`src/rtl/serdesphy_pkg.sv`:
```
// Shared SerDes PHY definitions: PLL sequencer state encoding, status word layout
// and default timing for the 24 MHz reference domain.
package serdesphy_pkg;

    typedef enum logic [2:0] {
        ST_OFF       = 3'd0,
        ST_ISO       = 3'd1,
        ST_RESET     = 3'd2,
        ST_WAIT_LOCK = 3'd3,
        ST_LOCKED    = 3'd4,
        ST_ERROR     = 3'd5
    } pll_state_t;

    localparam int STATUS_STATE_LSB = 0;
    localparam int STATUS_LOCK_BIT  = 3;
    localparam int STATUS_VCO_BIT   = 4;
    localparam int STATUS_CP_BIT    = 5;
    localparam int STATUS_RETRY_LSB = 6;

    // 24 MHz reference: 24 cycles = 1 us
    localparam int DEF_ISO_CYCLES   = 24;
    localparam int DEF_RST_CYCLES   = 240;
    localparam int DEF_LOCK_TIMEOUT = 24000;
    localparam int DEF_LOCK_STABLE  = 64;
    localparam int DEF_LOL_CYCLES   = 4;
    localparam int DEF_MAX_RETRY    = 3;
    localparam int DEF_CNT_W        = 16;

endpackage

```
`src/rtl/serdesphy_sync2.sv`:
```
// Generic two-flop synchroniser for a single asynchronous level.
module serdesphy_sync2 (
    input  logic clk,
    input  logic rst_n,
    input  logic d,
    output logic q
);

    logic meta_reg;
    logic q_reg;

    always_ff @(posedge clk or negedge rst_n) begin
        if (!rst_n) begin
            meta_reg <= 1'b0;
            q_reg    <= 1'b0;
        end else begin
            meta_reg <= d;
            q_reg    <= meta_reg;
        end
    end

    assign q = q_reg;

endmodule

```
`src/rtl/serdesphy_pll_ctrl.sv`:
```
// TX PLL power-up/lock sequencer: orders enable, isolation and reset release,
// qualifies lock, retries on timeout or loss of lock, and reports status.
module serdesphy_pll_ctrl
    import serdesphy_pkg::*;
#(
    parameter int ISO_CYCLES   = DEF_ISO_CYCLES,
    parameter int RST_CYCLES   = DEF_RST_CYCLES,
    parameter int LOCK_TIMEOUT = DEF_LOCK_TIMEOUT,
    parameter int LOCK_STABLE  = DEF_LOCK_STABLE,
    parameter int LOL_CYCLES   = DEF_LOL_CYCLES,
    parameter int MAX_RETRY    = DEF_MAX_RETRY,
    parameter int CNT_W        = DEF_CNT_W
) (
    input  logic       clk_ref_24m,
    input  logic       rst_n,
    input  logic       phy_en,
    input  logic       pll_rst,
    input  logic       pll_bypass,
    input  logic [3:0] vco_trim,
    input  logic [1:0] cp_current,
    input  logic       pll_lock_raw,
    input  logic       pll_vco_ok,
    input  logic       pll_cp_ok,
    output logic       pll_enable,
    output logic       pll_iso_n,
    output logic       pll_reset_n,
    output logic       pll_bypass_en,
    output logic [3:0] pll_vco_trim,
    output logic [1:0] pll_cp_current,
    output logic       pll_lock,
    output logic       pll_ready,
    output logic       pll_error,
    output logic [7:0] pll_status,
    output logic       clk_240m_tx_en,
    output logic       clk_240m_rx_en
);

    localparam int STB_W = $clog2(LOCK_STABLE + 1);
    localparam int LOL_W = $clog2(LOL_CYCLES + 1);

    localparam logic [CNT_W-1:0] ISO_LAST     = CNT_W'(ISO_CYCLES - 1);
    localparam logic [CNT_W-1:0] RST_LAST     = CNT_W'(RST_CYCLES - 1);
    localparam logic [CNT_W-1:0] TIMEOUT_LAST = CNT_W'(LOCK_TIMEOUT - 1);
    localparam logic [STB_W-1:0] STABLE_LAST  = STB_W'(LOCK_STABLE - 1);
    localparam logic [LOL_W-1:0] LOL_LAST     = LOL_W'(LOL_CYCLES - 1);
    localparam logic [1:0]       RETRY_MAX    = 2'(MAX_RETRY);

    // Bit order matches the status word: [0]=lock, [1]=vco_ok, [2]=cp_ok
    logic [2:0] raw_vec;
    logic [2:0] sync_vec;
    logic       qlock;

    assign raw_vec = {pll_cp_ok, pll_vco_ok, pll_lock_raw};

    for (genvar gi = 0; gi < 3; gi++) begin : g_sync
        serdesphy_sync2 u_sync (
            .clk   (clk_ref_24m),
            .rst_n (rst_n),
            .d     (raw_vec[gi]),
            .q     (sync_vec[gi])
        );
    end

    assign qlock = &sync_vec;

    pll_state_t       state_reg, state_next;
    logic [CNT_W-1:0] timer_reg, timer_next;
    logic [STB_W-1:0] stable_reg, stable_next;
    logic [LOL_W-1:0] lol_reg, lol_next;
    logic [1:0]       retry_reg, retry_next;
    logic             bypass_reg, bypass_next;
    logic [3:0]       trim_reg, trim_next;
    logic [1:0]       cp_reg, cp_next;
    logic             load_cfg, clear_cfg, retry_event;

    always_comb begin
        state_next  = state_reg;
        timer_next  = timer_reg + 1'b1;
        stable_next = stable_reg;
        lol_next    = '0;
        retry_next  = retry_reg;
        load_cfg    = 1'b0;
        clear_cfg   = 1'b0;
        retry_event = 1'b0;
        case (state_reg)
            ST_OFF: begin
                timer_next = '0;
                if (phy_en) begin
                    state_next = ST_ISO;
                    load_cfg   = 1'b1;
                end
            end
            ST_ISO: begin
                if (timer_reg == ISO_LAST) begin
                    state_next = ST_RESET;
                    timer_next = '0;
                    load_cfg   = 1'b1;
                end
            end
            ST_RESET: begin
                stable_next = '0;
                if (timer_reg == RST_LAST) begin
                    state_next = bypass_reg ? ST_LOCKED : ST_WAIT_LOCK;
                    timer_next = '0;
                end
            end
            ST_WAIT_LOCK: begin
                stable_next = qlock ? stable_reg + 1'b1 : '0;
                // Lock completion takes precedence over a coincident timeout
                if (qlock && stable_reg == STABLE_LAST) begin
                    state_next = ST_LOCKED;
                    timer_next = '0;
                end else if (timer_reg == TIMEOUT_LAST) begin
                    retry_event = 1'b1;
                end
            end
            ST_LOCKED: begin
                timer_next  = '0;
                stable_next = '0;
                if (!bypass_reg && !qlock) begin
                    lol_next = lol_reg + 1'b1;
                    if (lol_reg == LOL_LAST) begin
                        retry_event = 1'b1;
                    end
                end
            end
            ST_ERROR: begin
                timer_next = '0;
            end
            default: begin
                state_next = ST_OFF;
                timer_next = '0;
            end
        endcase

        if (retry_event) begin
            if (retry_reg < RETRY_MAX) begin
                retry_next = retry_reg + 2'd1;
                state_next = ST_RESET;
                timer_next = '0;
                load_cfg   = 1'b1;
            end else begin
                state_next = ST_ERROR;
                timer_next = '0;
            end
        end

        if (pll_rst) begin
            state_next = ST_RESET;
            timer_next = '0;
            retry_next = '0;
            load_cfg   = 1'b1;
        end

        if (!phy_en) begin
            state_next = ST_OFF;
            timer_next = '0;
            retry_next = '0;
            load_cfg   = 1'b0;
            clear_cfg  = 1'b1;
        end
    end

    always_comb begin
        bypass_next = bypass_reg;
        trim_next   = trim_reg;
        cp_next     = cp_reg;
        if (clear_cfg) begin
            bypass_next = 1'b0;
            trim_next   = '0;
            cp_next     = '0;
        end else if (load_cfg) begin
            bypass_next = pll_bypass;
            trim_next   = vco_trim;
            cp_next     = cp_current;
        end
    end

    // Outputs are decoded from the next state so they change together with it
    logic       enable_next, iso_n_next, reset_n_next;
    logic       lock_next, ready_next, error_next;
    logic [7:0] status_next;

    always_comb begin
        enable_next  = 1'b0;
        iso_n_next   = 1'b0;
        reset_n_next = 1'b0;
        ready_next   = 1'b0;
        error_next   = 1'b0;
        case (state_next)
            ST_ISO:       enable_next = 1'b1;
            ST_RESET:     {enable_next, iso_n_next} = 2'b11;
            ST_WAIT_LOCK: {enable_next, iso_n_next, reset_n_next} = 3'b111;
            ST_LOCKED:    {enable_next, iso_n_next, reset_n_next, ready_next} = 4'b1111;
            ST_ERROR:     error_next = 1'b1;
            default:      enable_next = 1'b0;
        endcase
        lock_next = ready_next & ~bypass_next;

        status_next = '0;
        status_next[STATUS_STATE_LSB +: 3] = state_next;
        status_next[STATUS_LOCK_BIT]       = sync_vec[0];
        status_next[STATUS_VCO_BIT]        = sync_vec[1];
        status_next[STATUS_CP_BIT]         = sync_vec[2];
        status_next[STATUS_RETRY_LSB +: 2] = retry_next;
    end

    logic       enable_reg, iso_n_reg, reset_n_reg;
    logic       lock_reg, ready_reg, error_reg;
    logic [7:0] status_reg;

    always_ff @(posedge clk_ref_24m or negedge rst_n) begin
        if (!rst_n) begin
            state_reg   <= ST_OFF;
            timer_reg   <= '0;
            stable_reg  <= '0;
            lol_reg     <= '0;
            retry_reg   <= '0;
            bypass_reg  <= 1'b0;
            trim_reg    <= '0;
            cp_reg      <= '0;
            enable_reg  <= 1'b0;
            iso_n_reg   <= 1'b0;
            reset_n_reg <= 1'b0;
            lock_reg    <= 1'b0;
            ready_reg   <= 1'b0;
            error_reg   <= 1'b0;
            status_reg  <= '0;
        end else begin
            state_reg   <= state_next;
            timer_reg   <= timer_next;
            stable_reg  <= stable_next;
            lol_reg     <= lol_next;
            retry_reg   <= retry_next;
            bypass_reg  <= bypass_next;
            trim_reg    <= trim_next;
            cp_reg      <= cp_next;
            enable_reg  <= enable_next;
            iso_n_reg   <= iso_n_next;
            reset_n_reg <= reset_n_next;
            lock_reg    <= lock_next;
            ready_reg   <= ready_next;
            error_reg   <= error_next;
            status_reg  <= status_next;
        end
    end

    assign pll_enable     = enable_reg;
    assign pll_iso_n      = iso_n_reg;
    assign pll_reset_n    = reset_n_reg;
    assign pll_bypass_en  = bypass_reg;
    assign pll_vco_trim   = trim_reg;
    assign pll_cp_current = cp_reg;
    assign pll_lock       = lock_reg;
    assign pll_ready      = ready_reg;
    assign pll_error      = error_reg;
    assign pll_status     = status_reg;
    assign clk_240m_tx_en = ready_reg;
    assign clk_240m_rx_en = ready_reg;

endmodule

```
`config.mk`:
```
export PLATFORM = sky130hd
export DESIGN_NAME = serdesphy_pll_ctrl
export DESIGN_NICKNAME = d
export VERILOG_FILES = /design/src/rtl/serdesphy_pkg.sv /design/src/rtl/serdesphy_sync2.sv /design/src/rtl/serdesphy_pll_ctrl.sv
export SDC_FILE = /design/constraint.sdc
export NUM_CORES = 1
export LEC_CHECK = 0
export CAP_MARGIN = 30
export CORE_MARGIN = 2
export CORE_UTILIZATION = 53
export CTS_CLUSTER_SIZE = 40
export DETAILED_ROUTE_END_ITERATION = 8
export GPL_TIMING_DRIVEN = 0
export PLACE_DENSITY = 0.78
export SLEW_MARGIN = 10
export SYNTH_ARGS = -nofsm -noshare
export SYNTH_HDL_FRONTEND = slang
export SYNTH_SLANG_ARGS = --single-unit
```
`constraint.sdc`:
```
create_clock -name clk_ref_24m -period 2.61 [get_ports clk_ref_24m]
set_input_delay 0.3915 -clock clk_ref_24m [delete_from_list [all_inputs] [get_ports clk_ref_24m]]
set_output_delay 0.3915 -clock clk_ref_24m [all_outputs]
set_load 0.05 [all_outputs]
```
=== Word level (Yosys, flattened, before mapping) ===
Index checks and enable logic that the tools add are counted.
W data, S select, Z words.

* Flip-flop bits (word level): 58

* Add/sub/neg operators: 4
* Order comparisons: 1
* Equality and inequality tests: 16
* Muxes and demuxes: 46
* Bitwise operators: 2
* Reduce and logical (&&, ||, !) cells: 12

{| class="wikitable"
|+ Operator list
! operator !! count
|-
| $mux W16 || 6
|-
| $pmux W16 S3 || 1
|-
| $mux W3 || 10
|-
| $add A16 B1 Y16 const B || 1
|-
| $eq A16 B15 Y1 const B || 1
|-
| $eq A16 B5 Y1 const B || 1
|-
| $eq A16 B8 Y1 const B || 1
|-
| $mux W1 || 16
|-
| $eq A3 B2 Y1 const B || 5
|-
| $pmux W3 S5 || 1
|-
| $pmux W7 S2 || 1
|-
| $eq A3 B3 Y1 const B || 4
|-
| $mux W2 || 6
|-
| $mux W4 || 2
|-
| $add A7 B1 Y7 const B || 1
|-
| $eq A7 B6 Y1 const B || 1
|-
| $mux W7 || 1
|-
| $eq A3 B1 Y1 const B || 2
|-
| $reduce_or A2 Y1 || 3
|-
| $pmux W1 S2 || 2
|-
| $reduce_or A4 Y1 || 1
|-
| $add A3 B1 Y3 const B || 1
|-
| $logic_not A3 Y1 || 1
|-
| $reduce_and A3 Y1 || 1
|-
| 9 further kinds || 11
|}

=== Depth between registers and ports, before layout ===
Gate-level depths: netlist (run 1).

* Word-level depth: 12
* Gate-level depth with buffers: 8
* Mapped depth without buffers: 7

=== Hierarchy ===
From an unflattened synthesis (run 1), not the netlist that was laid out.

* Cell total of the unflattened synthesis: 238
* Area, all modules: 2519.9 µm²

{| class="wikitable"
|+ Modules (own cells, without submodules)
! module !! instances !! cells each !! area an instance (µm²) !! seq. area each (µm²)
|-
| serdesphy_pll_ctrl || 1 || 232 || 2369.8 || 1176.1
|-
| serdesphy_sync2 || 3 || 2 || 50.0 || 50.0
|}

=== Worst setup path after synthesis (run 1) ===
OpenSTA, ideal clock, no wires.

* Path kind: register to register
* Start: register timer_reg[0]
* End: register cp_reg[0] (netlist: pll_cp_current[0])
* Data arrival time: 2.292 ns
* Data required time: 2.489 ns
* Slack: 0.197 ns
* Cell stages (with the launch flop): 7
* Clock period less this slack: 2.413 ns
* Path through: dfrtp_1 ha_1 or4b_1 or4_4 a211oi_2 nor3_1 a22o_1

* Longest elaborated chain between the ends: 8
* Elaborated cells between the ends (all ways): 12
* Those cells by class: 3 x eq/ne; 9 x mux

{| class="wikitable"
|+ Ends and longest elaborated chain
! item !! RTL line !! source
|-
| start: declaration || serdesphy_pll_ctrl.sv:67 || <nowiki>logic [CNT_W-1:0] timer_reg, timer_next;</nowiki>
|-
| start signal: assignment || serdesphy_pll_ctrl.sv:231 || <nowiki>timer_reg <= timer_next;</nowiki>
|-
| $eq A16 B5 Y1 or $eq A16 B15 Y1 (tied branches) || serdesphy_pll_ctrl.sv:94, serdesphy_pll_ctrl.sv:113 ||
|-
| $mux W1, on equally long branches || serdesphy_pll_ctrl.sv:94, serdesphy_pll_ctrl.sv:113 ||
|-
| $pmux W1 S2 or $mux W1 (tied branches) || serdesphy_pll_ctrl.sv:85, serdesphy_pll_ctrl.sv:110 ||
|-
| $mux W1 or $pmux W1 S2 (tied branches) || serdesphy_pll_ctrl.sv:137, serdesphy_pll_ctrl.sv:85 ||
|-
| $mux W1 (*) || serdesphy_pll_ctrl.sv:136 || <nowiki>if (retry_event) begin</nowiki>
|-
| $mux W1 (*) || serdesphy_pll_ctrl.sv:148 || <nowiki>if (pll_rst) begin</nowiki>
|-
| $mux W1 (*) || serdesphy_pll_ctrl.sv:155 || <nowiki>if (!phy_en) begin</nowiki>
|-
| $ne A2 B1 Y1 (no source line) (*) || n/a ||
|-
| end signal: assignment || serdesphy_pll_ctrl.sv:237 || <nowiki>cp_reg <= cp_next;</nowiki>
|-
| end: declaration || serdesphy_pll_ctrl.sv:73 || <nowiki>logic [1:0] cp_reg, cp_next;</nowiki>
|}

Every way passes the cells marked *; elsewhere a longest branch is shown, timed or not.
A chain may end at the register's enable or synchronous reset.

=== Final worst setup path (run 1) ===
* Start: register timer_reg[6]
* End: register trim_reg[2] (netlist: pll_vco_trim[2])

* Longest elaborated chain between the ends: 8
* Elaborated cells between the ends (all ways): 12
* Those cells by class: 3 x eq/ne; 9 x mux

{| class="wikitable"
|+ Ends and longest elaborated chain
! item !! RTL line !! source
|-
| $eq A16 B5 Y1 or $eq A16 B15 Y1 (tied branches) || serdesphy_pll_ctrl.sv:94, serdesphy_pll_ctrl.sv:113 ||
|-
| $mux W1, on equally long branches || serdesphy_pll_ctrl.sv:94, serdesphy_pll_ctrl.sv:113 ||
|-
| $pmux W1 S2 or $mux W1 (tied branches) || serdesphy_pll_ctrl.sv:85, serdesphy_pll_ctrl.sv:110 ||
|-
| $mux W1 or $pmux W1 S2 (tied branches) || serdesphy_pll_ctrl.sv:137, serdesphy_pll_ctrl.sv:85 ||
|-
| $mux W1 (*) || serdesphy_pll_ctrl.sv:136 ||
|-
| $mux W1 (*) || serdesphy_pll_ctrl.sv:148 ||
|-
| $mux W1 (*) || serdesphy_pll_ctrl.sv:155 ||
|-
| $ne A2 B1 Y1 (no source line) (*) || n/a ||
|-
| end signal: assignment || serdesphy_pll_ctrl.sv:236 || <nowiki>trim_reg <= trim_next;</nowiki>
|-
| end: declaration || serdesphy_pll_ctrl.sv:72 || <nowiki>logic [3:0] trim_reg, trim_next;</nowiki>
|}

Marked as above.

==> flow_summary.ini, run 1 <==
[outcome]
status = completed

[die]
row_count = 24
die_x_microns = 72.25
io_pins = 37
fp.dieArea_sq_mm = 0.005219
initial_core_util_pct = 55.92
die_h_microns = 72.25
core-area_sq_mm = 0.004414

[clocking]
cts_tree = done
clk_root_buffer_cell = clkbuf_8
cts_hold_buf = 0
tritoncts.num_buffers = 5
insertion_delay_ns = 0.30
ctsHtreeMaxLevel = 2
clock_path_buffers = 2
clkTransAtPathRegs_ns = 0.09
clkSinkCount = 53

[yosys]
synth.distinct_cells = 47
synth.top_cells.by_count = dfrtp_1, nor2_1, nand2_1
post_synth.cell_area_avg_sq_um = 10.55
synthXorXnorAreaFrac_pct = 6.031
yosys_warnings = 0
synth_top_family_by_area = simple AND/OR/NAND/NOR gates
synthArstFlopShare_pct = 100.0
synth_compound_area_share_pct = 12.57
post-synth-top-count-cell = dfrtp_1
ys_ff_latch = 53
postSynthCellCount = 234
synth_mux_area_share_pct = 0.4055
yosysTopAreaCell = dfrtp_1
synth_nets = 253
synth-main-ff-cell = dfrtp_1
synth-seq-area-share_pct = 53.73
synth-simple-area-share_pct = 22.25
synth.area.top_cells = dfrtp_1, nor2_1, xor2_1
synth_area_sq_mm = 0.002469
yosysTopAreaCellShare_pct = 53.73
yosys.area_share.adder_pct = 2.534
synth-edff-count = 0

[setup_path]
crit_path_end = pll_vco_trim[2]
crit_required_ns = 2.84
start_kind = flip-flop
reg2reg_slack_ns = 0.14
cp-end-kind = flip-flop
ff2ff_path_depth = 6
path_max_fanout = 6
rr_endpoint = pll_vco_trim[2]
arrival_ns = 2.70
crit-reg2reg-launch = timer_reg[6]
worstSetupStartpoint = timer_reg[6]
crit_type = flip-flop to flip-flop

[finish]
syn2layout_area_growth_pct = 24.28
nNetsFinal = 300
largest_reg_flops = 16
utilization_pct = 69.50
drive_gt1_share_pct = 10.64
antennaDiodeCount = 0
stdcell_area_sq_mm = 0.003068
fillers = 343

[grt]
grt_pass1_vias = 1868
grtUsageTotal_pct = 20.33
grt_pass1_wl_mm = 8.252
antenna_found_initial = 0
grt_max_degree = 33
grt_overflow = 0

[sta]
grt_setup_unrepaired = false
fmax_mhz = 405.0
worstMarginPinSlew_ns = 0.5515
slew_headroom_pct = 63.07
drv_slew = 0
finalCritPeriodShare_pct = 94.60
clock_skew_ns = 0.004538
final.min_clock_period_ns = 2.469
setup_viol = 0
hold_violations = 0

[placement]
hpwl_mm = 3.573
io_buffers = 36
gp_congestion = 0.8776
place_area_sq_mm = 0.002909

[route]
routed_wl_mm = 4.844
num_vias = 1883
first_pass_iters = 4
first_iter_violations = 111
drt-wirelength-per-cell_microns = 14.50
viasPerCell = 5.638
drc_errors = 0
ant_nets = 0

[pwr]
p_per_area_mw_per_mm2 = 500.8
ir_worst_vdd_uv = 283.1
p_leak_uw = 0.001383

[hold_path]
hold_class = primary input to async pin

[run]
max_cap_viol_count = 0
[per-layer routing]
metal / global-route usage [%] / vias to the layer above / share of wire, %
met5: 0 / - / 0
met4: 5.660 / 0 / 1.1
met3: 6.389 / 9 / 4.1
met2: 33.44 / 45 / 49
met1: 26.06 / 904 / 46
li1: - / 925 / -
[worst max-delay path: stages (launching register included)]
cell      delay (ns)
dfrtp_1         0.45
or4_4           0.57
or4_4           0.58
a211oi_4        0.34
nor2_2          0.09
a21oi_4         0.21
a22o_1          0.17
[worst min-delay path by stage]
| stage | from | endpoint | slack (ns) | cells past startpoint |
|---|---|---|---|---|
| detailed placement | g_sync[1].u_sync.meta_reg | g_sync[1].u_sync.q | 0.34 | 0 |
| CTS | rst_n | pll_status[5] | 0.06 | 1 |
| global route | rst_n | pll_status[5] | 0.07 | 1 |
| finish | rst_n | pll_status[5] | 0.04 | 1 |
| global placement | g_sync[2].u_sync.meta_reg | g_sync[2].u_sync.q | 0.33 | 0 |
| floorplan | rst_n | clk_240m_rx_en | 0.1 | 0 |
[kinds of logic after synthesis]
kind of cell,Yosys count
buffers and inverters,14
XOR/XNOR,17
AO/OA/AOI/OAI,39
flip-flops,53
multiplexers,1
AND/OR/NAND/NOR,105
adder cells (fa/ha/maj),5
[cell usage in the layout (no fill, tap or decap), types with 5 or more instances in the layout]
cell type,count
a22o_1,7
and3_1,6
buf_4,5
clkbuf_8,7
clkdlybuf4s50_1,35
dfrtp_1,52
inv_1,9
nand2_1,17
nand3_1,12
nor2_1,35
nor3_1,7
o21ai_0,11
xnor2_1,7
xor2_1,10
[what timing repair did]
| item | CTS | global route |
|---|---|---|
| gates resized for setup | 6 | 1 |
| buffers inserted | 0 | 3 |
| pin swaps | 1 | 4 |
| endpoints found under the setup margin | 21 | 19 |
[power breakdown]
part / internal (uW) / switching, uW / total, uW
clock: 240 / 245 / 485
combinational: 72.3 / 122 / 194
sequential: 842 / 16.1 / 858
total: 1150 / 383 / 1540
[metrics by stage]
stage          setup slack, ns  std cells  TNS (ns)  total power (uW)  hold slack (ns)
5_1_grt                0.05221        334         0              1600          0.07110
2_1_floorplan           0.1965        234         0             976.4          0.09591
6_report                0.1410        334         0              1536          0.04435
3_5_place_dp           -0.1909        323    -2.332              1062           0.3379
4_1_cts                0.03300        331         0              1549          0.05960
3_3_place_gp           -0.3540        322    -20.03              1056           0.3335
[cell type report]
type	count	area [sq um]	area share [%]
repair buffers	40	397.9	12.97
inverters	10	37.54	1.223
multi-input cells	167	1115	36.34
plain buffers	4	23.77	0.7749
clock inverters	1	5.005	0.1631
flip-flops and latches	53	1328	43.27
well taps	52	65.06	2.121
clock buffers	7	96.34	3.140
No activity file was read; power rests on OpenSTA's default activity.
==> run 2, diff against run 1 <==
--- a/config.mk
+++ b/config.mk
@@ -11,6 +11,7 @@
 export CTS_CLUSTER_SIZE = 40
 export DETAILED_ROUTE_END_ITERATION = 8
 export GPL_TIMING_DRIVEN = 0
+export MAX_ROUTING_LAYER = met4
 export PLACE_DENSITY = 0.78
 export SLEW_MARGIN = 10
 export SYNTH_ARGS = -nofsm -noshare
==> run 2 against run 1 <==
Compared with the run above:
- die area stayed put
- flip-flop and latch count stayed put
- design area stayed put
- sequential power hardly changed
- clock skew hardly changed
- sequential share of layout area stayed put
- final cell count stayed put
- total power hardly changed
- first-iteration DRC count is 3.6% higher
- count of clock-buffer cells in the layout stayed put
- via count is 0.21% higher
- routed wire length is 0.19% lower
==> flow_summary.ini, run 2 (synthesis results as in run 1) <==
[outcome]
status = completed

[clocking]
cts_tree = done
clkSinkCount = 53
clkTransAtPathRegs_ns = 0.09
clock_path_buffers = 2
tritoncts.num_buffers = 5
clk_root_buffer_cell = clkbuf_8
insertion_delay_ns = 0.30
ctsHtreeMaxLevel = 2

[sta]
hold_violations = 0
clock_skew_ns = 0.004418
layout_setup_ws_ns = 0.1414
final.min_clock_period_ns = 2.469
slew_headroom_pct = 63.07
worstMarginPinSlew_ns = 0.5515
timing.hold.ws_ns = 0.04453
finalCritPeriodShare_pct = 94.58
fin_setup_tns_ns = 0
fmax_mhz = 405.1
drv_slew = 0
setup_viol = 0
grt_setup_unrepaired = false

[setup_path]
ff2ff_path_depth = 6
worstSetupStartpoint = timer_reg[6]
arrival_ns = 2.70
crit-reg2reg-launch = timer_reg[6]
cp-end-kind = flip-flop
reg2reg_slack_ns = 0.14
crit_path_end = pll_vco_trim[2]
rr_endpoint = pll_vco_trim[2]
start_kind = flip-flop
crit_type = flip-flop to flip-flop
path_max_fanout = 6
crit_required_ns = 2.84

[finish]
antennaDiodeCount = 0
finalNonFillerCells = 334
nNetsFinal = 300
utilization_pct = 69.50
mostFrequentLayoutCell = dfrtp_1
largest_reg_flops = 16
syn2layout_area_growth_pct = 24.28
final_cell_mix = dfrtp_1, nor2_1, clkdlybuf4s50_1
drive_gt1_share_pct = 10.64

[die]
initial_core_util_pct = 55.92
die_h_microns = 72.25
die_x_microns = 72.25
io_pins = 37
fp.dieArea_sq_mm = 0.005219
core-area_sq_mm = 0.004414
row_count = 24

[route]
drt-wirelength-per-cell_microns = 14.48
viasPerCell = 5.650
drc_errors = 0
first_iter_violations = 115
first_pass_iters = 4
routed_wl_mm = 4.835
ant_nets = 0
num_vias = 1887

[grt]
grt_max_degree = 33
grtUsageTotal_pct = 20.98
grt_pass1_vias = 1866
grt_overflow = 0
grt_pass1_wl_mm = 8.266
antenna_found_initial = 0

[placement]
gp_congestion = 0.8920
hpwl_mm = 3.573
place_ws_ns = -0.1909
dp_cells = 323
io_buffers = 36

[pwr]
internal_power_uw = 1154
p_sw_share_pct = 24.90
p_leak_uw = 0.001383
ir_worst_vdd_uv = 283.1
p_switching_uw = 382.5
seqPwrFrac_pct = 55.8
p_clk_share_pct = 31.6
p_comb_share_pct = 12.6
p_per_area_mw_per_mm2 = 500.8

[run]
max_cap_viol_count = 0

[hold_path]
hold_class = primary input to async pin
-- run 2: what timing repair did --
item,CTS,global route
resized for setup,6,1
pin swaps,1,4
setup endpoints to repair,21,19
setup buffers,0,3
hold buffers,0,0
cloned,0,0
-- run 2: power by group through the flow --
| stage | Sequential, uW | Clock, uW | Combinational (uW) |
|---|---|---|---|
| finish | 858 | 485 | 194 |
| global route | 860 | 531 | 208 |
| CTS | 858 | 498 | 193 |
| detailed placement | 873 | 0 | 189 |
| global placement | 872 | 0 | 184 |
| floorplan | 925 | 0 | 51.1 |
-- run 2: worst min path at each step --
| stage | from | depth (start not counted) | end |
|---|---|---|---|
| 2_1_floorplan | rst_n | 0 | clk_240m_rx_en |
| 3_3_place_gp | g_sync[2].u_sync.meta_reg | 0 | g_sync[2].u_sync.q |
| 3_5_place_dp | g_sync[1].u_sync.meta_reg | 0 | g_sync[1].u_sync.q |
| 4_1_cts | rst_n | 1 | pll_status[5] |
| 5_1_grt | rst_n | 1 | pll_status[5] |
| 6_report | rst_n | 1 | pll_status[5] |
-- run 2: critical path, cell delays in order, from the launching register on --
cell      delay, ns
dfrtp_1        0.45
or4_4          0.57
or4_4          0.58
a211oi_4       0.34
nor2_2         0.09
a21oi_4        0.21
a22o_1         0.17
-- run 2: cell type report --
type / count / area, sq um
Timing Repair Buffer: 40 / 397.9
Sequential cell: 53 / 1328
Multi-Input combinational cell: 167 / 1115
Fill cell: 343 / 1346
Clock buffer: 7 / 96.34
Clock inverter: 1 / 5.005
Buffer: 4 / 23.77
Tap cell: 52 / 65.06
Inverter: 10 / 37.54
-- run 2: per-stage QoR --
| stage | instance area (sq um) | total power [uW] |
|---|---|---|
| floorplan | 2469 | 976.4 |
| global placement | 2894 | 1056 |
| detailed placement | 2909 | 1062 |
| CTS | 3044 | 1549 |
| global route | 3068 | 1600 |
| finish | 3068 | 1536 |
-- run 2: layer usage --
| layer | wire (microns) | up-vias | track usage (%) |
|---|---|---|---|
| li1 | - | 926 | - |
| met1 | 2210 | 907 | 26.16 |
| met2 | 2371 | 45 | 33.44 |
| met3 | 198 | 9 | 6.389 |
| met4 | 55 | 0 | 5.660 |
| met5 | 0 | - | - |
==> run 3, diff against run 2 <==
--- a/config.mk
+++ b/config.mk
@@ -8,10 +8,9 @@
 export CAP_MARGIN = 30
 export CORE_MARGIN = 2
 export CORE_UTILIZATION = 53
-export CTS_CLUSTER_SIZE = 40
+export CTS_CLUSTER_SIZE = 10
 export DETAILED_ROUTE_END_ITERATION = 8
 export GPL_TIMING_DRIVEN = 0
-export MAX_ROUTING_LAYER = met4
 export PLACE_DENSITY = 0.78
 export SLEW_MARGIN = 10
 export SYNTH_ARGS = -nofsm -noshare
==> results of run 3 <==
No change in the layout: final DEF, timing and power equal those of run 1.
